[src/rtl/arm_mem_pkg.sv]
// Shared encodings for the memory access sequencer: FSM states, bus control
// levels and requester identifiers.
package arm_mem_pkg;

    typedef enum logic [1:0] {
        IDLE   = 2'd0,
        ACCESS = 2'd1,
        DONE   = 2'd2
    } state_t;

    localparam logic RW_READ  = 1'b1;
    localparam logic RW_WRITE = 1'b0;
    localparam logic WB_WORD  = 1'b1;
    localparam logic WB_BYTE  = 1'b0;

    localparam logic REQ_FETCH = 1'b0;
    localparam logic REQ_DATA  = 1'b1;

endpackage

[src/rtl/rr_arbiter2.sv]
// Two-way round-robin arbiter; the requester granted last loses the next tie.
// The last-grant pointer only moves when the sequencer accepts the grant.
module rr_arbiter2
    import arm_mem_pkg::*;
(
    input  logic       clk,
    input  logic       rst_n,
    input  logic [1:0] req,
    input  logic       accept,
    output logic       grant_valid,
    output logic       grant_id
);

    logic last_q;

    always_comb begin
        grant_valid = req[REQ_FETCH] | req[REQ_DATA];
        grant_id    = REQ_DATA;
        if (req[REQ_FETCH] && req[REQ_DATA]) begin
            grant_id = ~last_q;
        end else if (req[REQ_FETCH]) begin
            grant_id = REQ_FETCH;
        end
    end

    // Resetting to "fetch granted last" gives the data port the first tie.
    always_ff @(posedge clk or negedge rst_n) begin
        if (!rst_n) begin
            last_q <= REQ_FETCH;
        end else if (accept) begin
            last_q <= grant_id;
        end
    end

endmodule

[src/rtl/mem_access_sequencer.sv]
// Sequences MAR/MBR/MFA/MFC memory transactions for the fetch and data ports.
// Optional MFC watchdog is enabled by defining MEM_TIMEOUT_EN.
module mem_access_sequencer
    import arm_mem_pkg::*;
#(
    parameter int ADDR_W         = 8,
    parameter int DATA_W         = 32,
    parameter int TIMEOUT_CYCLES = 16
) (
    input  logic              Clk,
    input  logic              Reset,
    input  logic              fetch_req,
    input  logic [ADDR_W-1:0] fetch_addr,
    output logic              fetch_ack,
    output logic [DATA_W-1:0] fetch_rdata,
    input  logic              data_req,
    input  logic              data_we,
    input  logic              data_byte,
    input  logic [ADDR_W-1:0] data_addr,
    input  logic [DATA_W-1:0] data_wdata,
    output logic              data_ack,
    output logic [DATA_W-1:0] data_rdata,
    output logic              err,
    output logic [ADDR_W-1:0] MEMADD,
    output logic [DATA_W-1:0] MEMDAT_OUT,
    input  logic [DATA_W-1:0] MEMDAT_IN,
    output logic              MFA,
    output logic              READ_WRITE,
    output logic              WORD_BYTE,
    input  logic              MFC,
    output logic [1:0]        state_dbg
);

    // Requester handshake is 4-phase: req rises and is held, ack rises when the
    // transaction ends, req falls, then ack falls; only then may req rise again.
    state_t      state;
    logic        winner;
    logic        accept;
    logic        grant_valid;
    logic        grant_id;
    logic        winner_req;
    logic [DATA_W-1:0] rd_shaped;

    rr_arbiter2 u_arb (
        .clk         (Clk),
        .rst_n       (Reset),
        .req         ({data_req, fetch_req}),
        .accept      (accept),
        .grant_valid (grant_valid),
        .grant_id    (grant_id)
    );

    // Requests are ignored while the memory still holds MFC from the last access.
    assign accept     = (state == IDLE) && !MFC && grant_valid;
    assign winner_req = (winner == REQ_DATA) ? data_req : fetch_req;
    assign rd_shaped  = (WORD_BYTE == WB_WORD) ? MEMDAT_IN
                                               : {{(DATA_W-8){1'b0}}, MEMDAT_IN[7:0]};
    assign state_dbg  = state;

`ifdef MEM_TIMEOUT_EN
    localparam int TMO_W = $clog2(TIMEOUT_CYCLES + 1);
    logic [TMO_W-1:0] tmo_cnt;
    logic             err_q;
    assign err = err_q;
`else
    logic unused_timeout;
    assign unused_timeout = (TIMEOUT_CYCLES > 0);
    assign err = 1'b0;
`endif

    always_ff @(posedge Clk or negedge Reset) begin
        if (!Reset) begin
            state       <= IDLE;
            winner      <= REQ_FETCH;
            MFA         <= 1'b0;
            MEMADD      <= '0;
            MEMDAT_OUT  <= '0;
            READ_WRITE  <= RW_READ;
            WORD_BYTE   <= WB_WORD;
            fetch_ack   <= 1'b0;
            data_ack    <= 1'b0;
            fetch_rdata <= '0;
            data_rdata  <= '0;
`ifdef MEM_TIMEOUT_EN
            tmo_cnt     <= '0;
            err_q       <= 1'b0;
`endif
        end else begin
            case (state)
                IDLE: begin
                    if (accept) begin
                        winner <= grant_id;
                        MFA    <= 1'b1;
                        state  <= ACCESS;
`ifdef MEM_TIMEOUT_EN
                        tmo_cnt <= '0;
`endif
                        if (grant_id == REQ_DATA) begin
                            MEMADD     <= data_addr;
                            READ_WRITE <= data_we ? RW_WRITE : RW_READ;
                            WORD_BYTE  <= data_byte ? WB_BYTE : WB_WORD;
                            MEMDAT_OUT <= data_wdata;
                        end else begin
                            MEMADD     <= fetch_addr;
                            READ_WRITE <= RW_READ;
                            WORD_BYTE  <= WB_WORD;
                        end
                    end
                end
                ACCESS: begin
                    if (MFC) begin
                        MFA   <= 1'b0;
                        state <= DONE;
                        if (winner == REQ_DATA) begin
                            data_ack <= 1'b1;
                            if (READ_WRITE == RW_READ) data_rdata <= rd_shaped;
                        end else begin
                            fetch_ack <= 1'b1;
                            if (READ_WRITE == RW_READ) fetch_rdata <= rd_shaped;
                        end
`ifdef MEM_TIMEOUT_EN
                    end else if (tmo_cnt == TMO_W'(TIMEOUT_CYCLES - 1)) begin
                        MFA   <= 1'b0;
                        err_q <= 1'b1;
                        state <= DONE;
                        if (winner == REQ_DATA) begin
                            data_ack   <= 1'b1;
                            data_rdata <= '0;
                        end else begin
                            fetch_ack   <= 1'b1;
                            fetch_rdata <= '0;
                        end
                    end else begin
                        tmo_cnt <= tmo_cnt + 1'b1;
`endif
                    end
                end
                DONE: begin
                    if (!winner_req) begin
                        fetch_ack <= 1'b0;
                        data_ack  <= 1'b0;
                        state     <= IDLE;
`ifdef MEM_TIMEOUT_EN
                        err_q     <= 1'b0;
`endif
                    end
                end
                default: state <= IDLE;
            endcase
        end
    end

endmodule
[config.mk]
export PLATFORM = sky130hd
export DESIGN_NAME = mem_access_sequencer
export DESIGN_NICKNAME = d
export VERILOG_FILES = /design/src/rtl/arm_mem_pkg.sv /design/src/rtl/rr_arbiter2.sv /design/src/rtl/mem_access_sequencer.sv
export SDC_FILE = /design/constraint.sdc
export NUM_CORES = 1
export LEC_CHECK = 0
export ABC_AREA = 1
export CORE_MARGIN = 2
export CORE_UTILIZATION = 46
export DETAILED_ROUTE_END_ITERATION = 8
export HOLD_SLACK_MARGIN = 0.15
export PLACE_DENSITY = 0.88
export SLEW_MARGIN = 5
export SYNTH_ARGS = -nofsm -noshare
export SYNTH_HDL_FRONTEND = slang
export SYNTH_SLANG_ARGS = --single-unit
export TNS_END_PERCENT = 1
[constraint.sdc]
create_clock -name Clk -period 3.6 [get_ports Clk]
set_clock_uncertainty 0.2 [all_clocks]
set_input_delay 0.9 -clock Clk [delete_from_list [all_inputs] [get_ports Clk]]
set_output_delay 0.9 -clock Clk [all_outputs]
set_load 0.05 [all_outputs]
==> impl_metrics.env, run 1 <==
export IMPL_outcome="complete, no violations"
export IMPL_htreeDepth=4
export IMPL_rsz0062_at_grt="no"
export IMPL_dp_hpwl_um=9490
export IMPL_first_pass_iters=5
export IMPL_cp_top_family="buffers and inverters"
export IMPL_io_buffers=197
export IMPL_synth_nets=664
export IMPL_tightest_slew_ns=0.629
export IMPL_crit_path_end="READ_WRITE"
export IMPL_gp_congestion=0.816
export IMPL_synth_compound_area_share_pct=0.583
export IMPL_first_iter_violations=189
export IMPL_hp_class="in2async"
export IMPL_rows=36
export IMPL_synth_seq_area_share_pct=59.9
export IMPL_drive_gt1_share_pct=6.25
export IMPL_setup_tns_ns=0
export IMPL_critical_path_class="reg2out"
export IMPL_ant_nets=0
export IMPL_clockBufferDepth=2
export IMPL_power_density_mw_per_mm2=1140
export IMPL_ir_worst_vdd_mv=0.659
export IMPL_power_net_switching_uw=4040
export IMPL_ctsResizeCount=0
export IMPL_setup_viol=0
export IMPL_yosysUniqueCellTypes=18
export IMPL_crit_chain="clkdlybuf4s50_1"
export IMPL_grt_pass1_wl_um=22000
export IMPL_r2r_end="MEMDAT_OUT[15]"
export IMPL_hold_buffers=0
export IMPL_nFillCells=674
export IMPL_slowest_delay_ns=0.83
export IMPL_period_minus_slack_ns=2.97
export IMPL_area_delta_synth_final_pct=57.2
export IMPL_postSynthAreaPerCell_um2=8.18
export IMPL_yosysWarnings=0
export IMPL_grt_antenna_before_repair=0
export IMPL_clk_pin_slew_worst_paths_ns=0.05
export IMPL_p_leak_uw=0.00387
export IMPL_internal_power_uw=4440
export IMPL_synth_mux_area_share_pct=0
export IMPL_syn_instance_count=577
export IMPL_synth_simple_area_share_pct=33.0
export IMPL_cp_start_kind="flop"
export IMPL_cts_setup_buffers=0
export IMPL_finalCritPeriodShare_pct=82.6
export IMPL_switching_share_pct=47.6
export IMPL_grt_usage_pct=25.1
export IMPL_dieArea_mm2=0.0111
export IMPL_cts_made_buffers=17
export IMPL_final_max_slew_viol_count=0
export IMPL_startpoint="READ_WRITE"
export IMPL_cts_root_buf="clkbuf_8"
export IMPL_total_power_uw=8480
export IMPL_io_pin_count=199
export IMPL_initial_utilization_pct=47.9
export IMPL_diodes=0
export IMPL_cp_end_kind="output port"
export IMPL_grt_max_degree=49
export IMPL_nets=860
export IMPL_grt_pass1_vias=4581
export IMPL_vias=4503
export IMPL_crit_slowest_cell="clkdlybuf4s50_1"
export IMPL_drc=0
export IMPL_whs_ns=0.197
export IMPL_die_w_um=105
export IMPL_viasPerCell=4.91
export IMPL_p_comb_share_pct=53.1
export IMPL_cts_sinks=113
export IMPL_power_frac_clock_pct=19.9
export IMPL_placed_cell_area_mm2=0.00681
export IMPL_reg2regPathDepth=6
export IMPL_rr_startpoint="u_arb.last_q"
export IMPL_core_area_mm2=0.00986
export IMPL_critical_path_depth=1
export IMPL_worstPathMaxFanout=5
export IMPL_synthAdderAreaFrac_pct=0
export IMPL_cp_data_required_time_ns=2.50
export IMPL_synth_top_family_by_area="simple AND/OR/NAND/NOR gates"
export IMPL_synth_cell_area_mm2=0.00472
export IMPL_cp_num_buf_inv=1
export IMPL_max_cap_violations=0
export IMPL_cts_tree="done"
export IMPL_final_area_mm2=0.00742
export IMPL_max_slew_margin_rel_pct=58.0
export IMPL_crit_arrival_ns=1.87
export IMPL_insertion_delay_ns=0.48
export IMPL_synth_seq_cells=113
export IMPL_final_util_pct=75.2
export IMPL_rrSetupSlack_ns=1.71
export IMPL_hold_viol=0
export IMPL_fmax_mhz=336
export IMPL_drt_wl_total_um=13400
export IMPL_synth_xor_area_share_pct=0
export IMPL_pwr_share_seq_pct=27.0
export IMPL_die_h_um=105
export IMPL_routedWlPerCell_um=14.6
export IMPL_overflow=0
power groups by stage:
| stage | Clock [µW] | Combinational (µW) | Sequential, µW |
|---|---|---|---|
| after CTS | 1720 | 4530 | 2280 |
| after global placement | 0 | 4440 | 2260 |
| after detailed placement | 0 | 4510 | 2280 |
| after global routing | 1790 | 4740 | 2350 |
| final | 1690 | 4500 | 2290 |
| after floorplan | 0 | 822 | 4310 |
worst min path at each step:
stage,from,endpoint,slack (ns)
2_1_floorplan,u_arb.last_q,u_arb.last_q,0.29
3_3_place_gp,fetch_rdata[16],fetch_rdata[16],0.25
3_5_place_dp,data_rdata[4],data_rdata[4],0.26
4_1_cts,Reset,data_rdata[26],0.19
5_1_grt,Reset,data_rdata[27],0.22
6_report,Reset,data_rdata[27],0.20
sequential cells by signal (all words and copies together), names as in the netlist:
name	count
MEMADD	8
MEMDAT_OUT	32
MFA	1
READ_WRITE	1
WORD_BYTE	1
data_ack	1
data_rdata	32
fetch_ack	1
fetch_rdata	32
state_dbg	2
u_arb.last_q	1
winner	1
Yosys cell counts (all sizes together):
cell / count / area (µm²)
dfrtp: 111 / 2780
inv: 42 / 158
o211ai: 1 / 7.51
nand2: 328 / 1230
o21ai: 4 / 20.0
clkbuf: 4 / 15.0
buf: 25 / 128
nor2: 5 / 23.8
dfstp: 2 / 52.6
nand3b: 8 / 60.1
conb: 1 / 3.75
nand3: 44 / 225
nor3: 2 / 20.0
kinds of logic (layout without fill, tap and decap cells):
family                 after synthesis  in the layout
flip-flops                         113            113
buffers and inverters               71            278
AND/OR/NAND/NOR                    387            387
AO/OA/AOI/OAI                        5              5
other                                1              1
cell type report:
class	instances	area, µm²	share of cell area [%]
sequential	113	2830	38.1
timing repair buffer	206	2050	27.6
multi-input combinational	393	1600	21.6
clock buffer	26	518	6.98
tap	133	166	2.24
inverter	42	158	2.12
clock inverter	4	95.1	1.28
layout by cell type (no fill, tap or decap), types with 2 or more instances in the layout:
cell             netlist  routed
nor2_2                 2       2
nor3_4                 0       2
dfstp_2                2       2
o21ai_1                3       3
inv_1                 38      38
nand3b_1               8       8
dfrtp_1              111     111
clkbuf_1               4       2
inv_2                  4       4
clkdlybuf4s50_1        0     196
buf_4                  1       9
nand3_1               43      43
nor2_1                 3       3
nand2_1              328     328
clkbuf_16              0      16
bufinv_16              0       3
clkbuf_8               0       8
metal layers:
metal  global-route usage (%)  vias up  wire length, µm
met5                        0        -                0
met3                     9.77       24             1350
met4                     9.52        0              264
met2                     41.4      229             6570
li1                         -     2137                -
met1                     29.7     2113             5220
per-stage QoR:
stage,worst slack (ns),instances
after floorplan,1.65,577
after global placement,0.680,887
after detailed placement,0.617,887
after CTS,0.602,917
after global routing,0.584,917
final,0.627,917
Power figures use the tool's default switching activity.
==> run 2, diff against run 1 <==
--- a/config.mk
+++ b/config.mk
@@ -7,10 +7,10 @@
 export LEC_CHECK = 0
 export ABC_AREA = 1
 export CORE_MARGIN = 2
-export CORE_UTILIZATION = 46
+export CORE_UTILIZATION = 39
 export DETAILED_ROUTE_END_ITERATION = 8
 export HOLD_SLACK_MARGIN = 0.15
-export PLACE_DENSITY = 0.88
+export PLACE_DENSITY = 0.79
 export SLEW_MARGIN = 5
 export SYNTH_ARGS = -nofsm -noshare
 export SYNTH_HDL_FRONTEND = slang
==> constraint.sdc (replaced) <==
create_clock -name Clk -period 2.7 [get_ports Clk]
set_clock_uncertainty 0.2 [all_clocks]
set_input_delay 0.675 -clock Clk [delete_from_list [all_inputs] [get_ports Clk]]
set_output_delay 0.675 -clock Clk [all_outputs]
set_load 0.05 [all_outputs]
==> run 2 against run 1 <==
Compared with the run above: register-to-register slack got worse by 0.75 ns; combinational power rose by 35%; highest routed layer unchanged; first-iteration DRC count rose by 96%; sequential power rose by 32%; worst setup slack got worse by 0.59 ns; cell area rose by 1.4%; non-clock buffer count rose by 6; critical path depth did not move; sequential share of layout area fell by 0.53 points; global-route usage fell by 3.1 points; core utilization fell by 12 points; cell count rose by 2.4%.
==> impl_metrics.env, run 2 (synthesis gave the netlist of run 1 again) <==
export IMPL_grt_pass1_wl_um=22300
export IMPL_max_cap_violations=0
export IMPL_viasPerCell=4.81
export IMPL_multi_input_area_mm2=0.00160
export IMPL_cp_num_buf_inv=1
export IMPL_clk_pin_slew_worst_paths_ns=0.05
export IMPL_p_comb_share_pct=53.9
export IMPL_ctsResizeCount=0
export IMPL_first_iter_violations=371
export IMPL_overflow=0
export IMPL_finalCritPeriodShare_pct=98.6
export IMPL_rrSetupSlack_ns=0.96
export IMPL_dp_hpwl_um=9450
export IMPL_grt_max_degree=58
export IMPL_power_net_switching_uw=5440
export IMPL_cp_data_required_time_ns=1.82
export IMPL_power_frac_clock_pct=19.3
export IMPL_vias=4519
export IMPL_worstPathMaxFanout=5
export IMPL_nets=866
export IMPL_diodes=0
export IMPL_hold_viol=0
export IMPL_initial_utilization_pct=39.6
export IMPL_whs_ns=0.266
export IMPL_cts_made_buffers=17
export IMPL_first_pass_iters=5
export IMPL_final_util_pct=63.2
export IMPL_cts_root_buf="clkbuf_16"
export IMPL_drive_gt1_share_pct=7.32
export IMPL_p_leak_uw=0.00391
export IMPL_setup_tns_ns=0
export IMPL_final_cell_mix="328 x nand2_1, 194 x clkdlybuf4s50_1, 111 x dfrtp_1, 43 x nand3_1, 38 x inv_1"
export IMPL_outcome="complete, no violations"
export IMPL_rsz0062_at_grt="no"
export IMPL_cp_end_kind="output port"
export IMPL_startpoint="READ_WRITE"
export IMPL_rr_startpoint="state_dbg[1]"
export IMPL_internal_power_uw=5850
export IMPL_ir_worst_vdd_mv=0.697
export IMPL_cts_tree="done"
export IMPL_die_h_um=114
export IMPL_drt_wl_total_um=13600
export IMPL_power_density_mw_per_mm2=1500
export IMPL_crit_arrival_ns=1.79
export IMPL_io_pin_count=199
export IMPL_crit_chain="clkdlybuf4s50_1"
export IMPL_cp_top_family="buffers and inverters"
export IMPL_pwr_share_seq_pct=26.9
export IMPL_cts_sinks=113
export IMPL_final_max_slew_viol_count=0
export IMPL_htreeDepth=4
export IMPL_die_w_um=114
export IMPL_grt_antenna_before_repair=0
export IMPL_seqCellArea_mm2=0.00283
export IMPL_ant_nets=0
export IMPL_clockBufferDepth=2
export IMPL_final_common_cell="nand2_1"
export IMPL_slowest_delay_ns=0.82
export IMPL_reg_top3="MEMDAT_OUT x32, data_rdata x32, fetch_rdata x32"
export IMPL_pre_cts_ws_ns=0.365
export IMPL_grt_usage_pct=22.0
export IMPL_rows=40
export IMPL_setup_viol=0
export IMPL_drc=0
export IMPL_grt_pass1_vias=4628
export IMPL_crit_slowest_cell="clkdlybuf4s50_1"
export IMPL_insertion_delay_ns=0.41
export IMPL_io_buffers=197
export IMPL_area_delta_synth_final_pct=59.4
export IMPL_switching_share_pct=48.2
export IMPL_worstHoldStart="fetch_rdata[16]"
export IMPL_nFillCells=998
export IMPL_core_area_mm2=0.0119
export IMPL_max_slew_margin_rel_pct=63.3
export IMPL_hold_buffers=1
export IMPL_cts_setup_buffers=0
export IMPL_dieArea_mm2=0.0130
export IMPL_period_minus_slack_ns=2.66
export IMPL_gp_congestion=0.814
export IMPL_hp_class="reg2reg"
export IMPL_cp_start_kind="flop"
export IMPL_routedWlPerCell_um=14.5
export IMPL_critical_path_class="reg2out"
export IMPL_fmax_mhz=376
export IMPL_tightest_slew_ns=0.549
export IMPL_fin_ws_ns=0.0372
run 2: cell count changes in the layout (fill, tap and decap cells not counted), sizes merged:
cell,delta
buf,+7
bufinv,-1
clkbuf,-4
clkdlybuf4s50,-2
clkinv,+5
clkinvlp,+2
dlygate4sd3,+1
run 2: layout make-up:
type                            instances  share of cell area, %
Multi-Input combinational cell        393                   21.3
Tap cell                              147                   2.44
Clock inverter                         10                   1.45
Clock buffer                           22                   6.30
Sequential cell                       113                   37.6
Timing Repair Buffer                  212                   28.8
Inverter                               42                   2.09
run 2: layer usage:
metal | GRT usage [%] | part of all wire, % | up-vias
li1 | - | - | 2154
met1 | 26.2 | 41 | 2153
met2 | 36.1 | 49 | 189
met3 | 8.08 | 8.7 | 23
met4 | 9.02 | 1.7 | 0
met5 | 0 | 0 | -
run 2: power groups by stage:
| stage | Sequential (µW) | Combinational [µW] | Clock, µW |
|---|---|---|---|
| after global placement | 3010 | 6010 | 0 |
| after global routing | 3130 | 6420 | 2300 |
| after floorplan | 5740 | 1100 | 0 |
| after detailed placement | 3030 | 6110 | 0 |
| after CTS | 3030 | 6130 | 2220 |
| final | 3030 | 6080 | 2180 |
run 2: path summary, 6_finish.rpt:
path	end	cells after the start
setup / recovery	READ_WRITE	1
hold / removal	fetch_rdata[16]	2
setup reg to reg	data_rdata[19]	7
hold reg to reg	fetch_rdata[16]	2
max in group asynchronous	MEMDAT_OUT[13]	3
min in group asynchronous	data_rdata[21]	2
run 2: stage by stage:
stage	instances	instance area, µm²	power, µW
6_report	939	7530	11300
5_1_grt	939	7530	11900
4_1_cts	939	7530	11400
3_5_place_dp	906	6930	9140
3_3_place_gp	906	6930	9020
2_1_floorplan	577	4720	6840
run 2: tightest hold or removal path: cells and delay by family, from the launching register on:
family	cells	cell delay [ns]
flip-flops	1	0.34
AND/OR/NAND/NOR	2	0.09
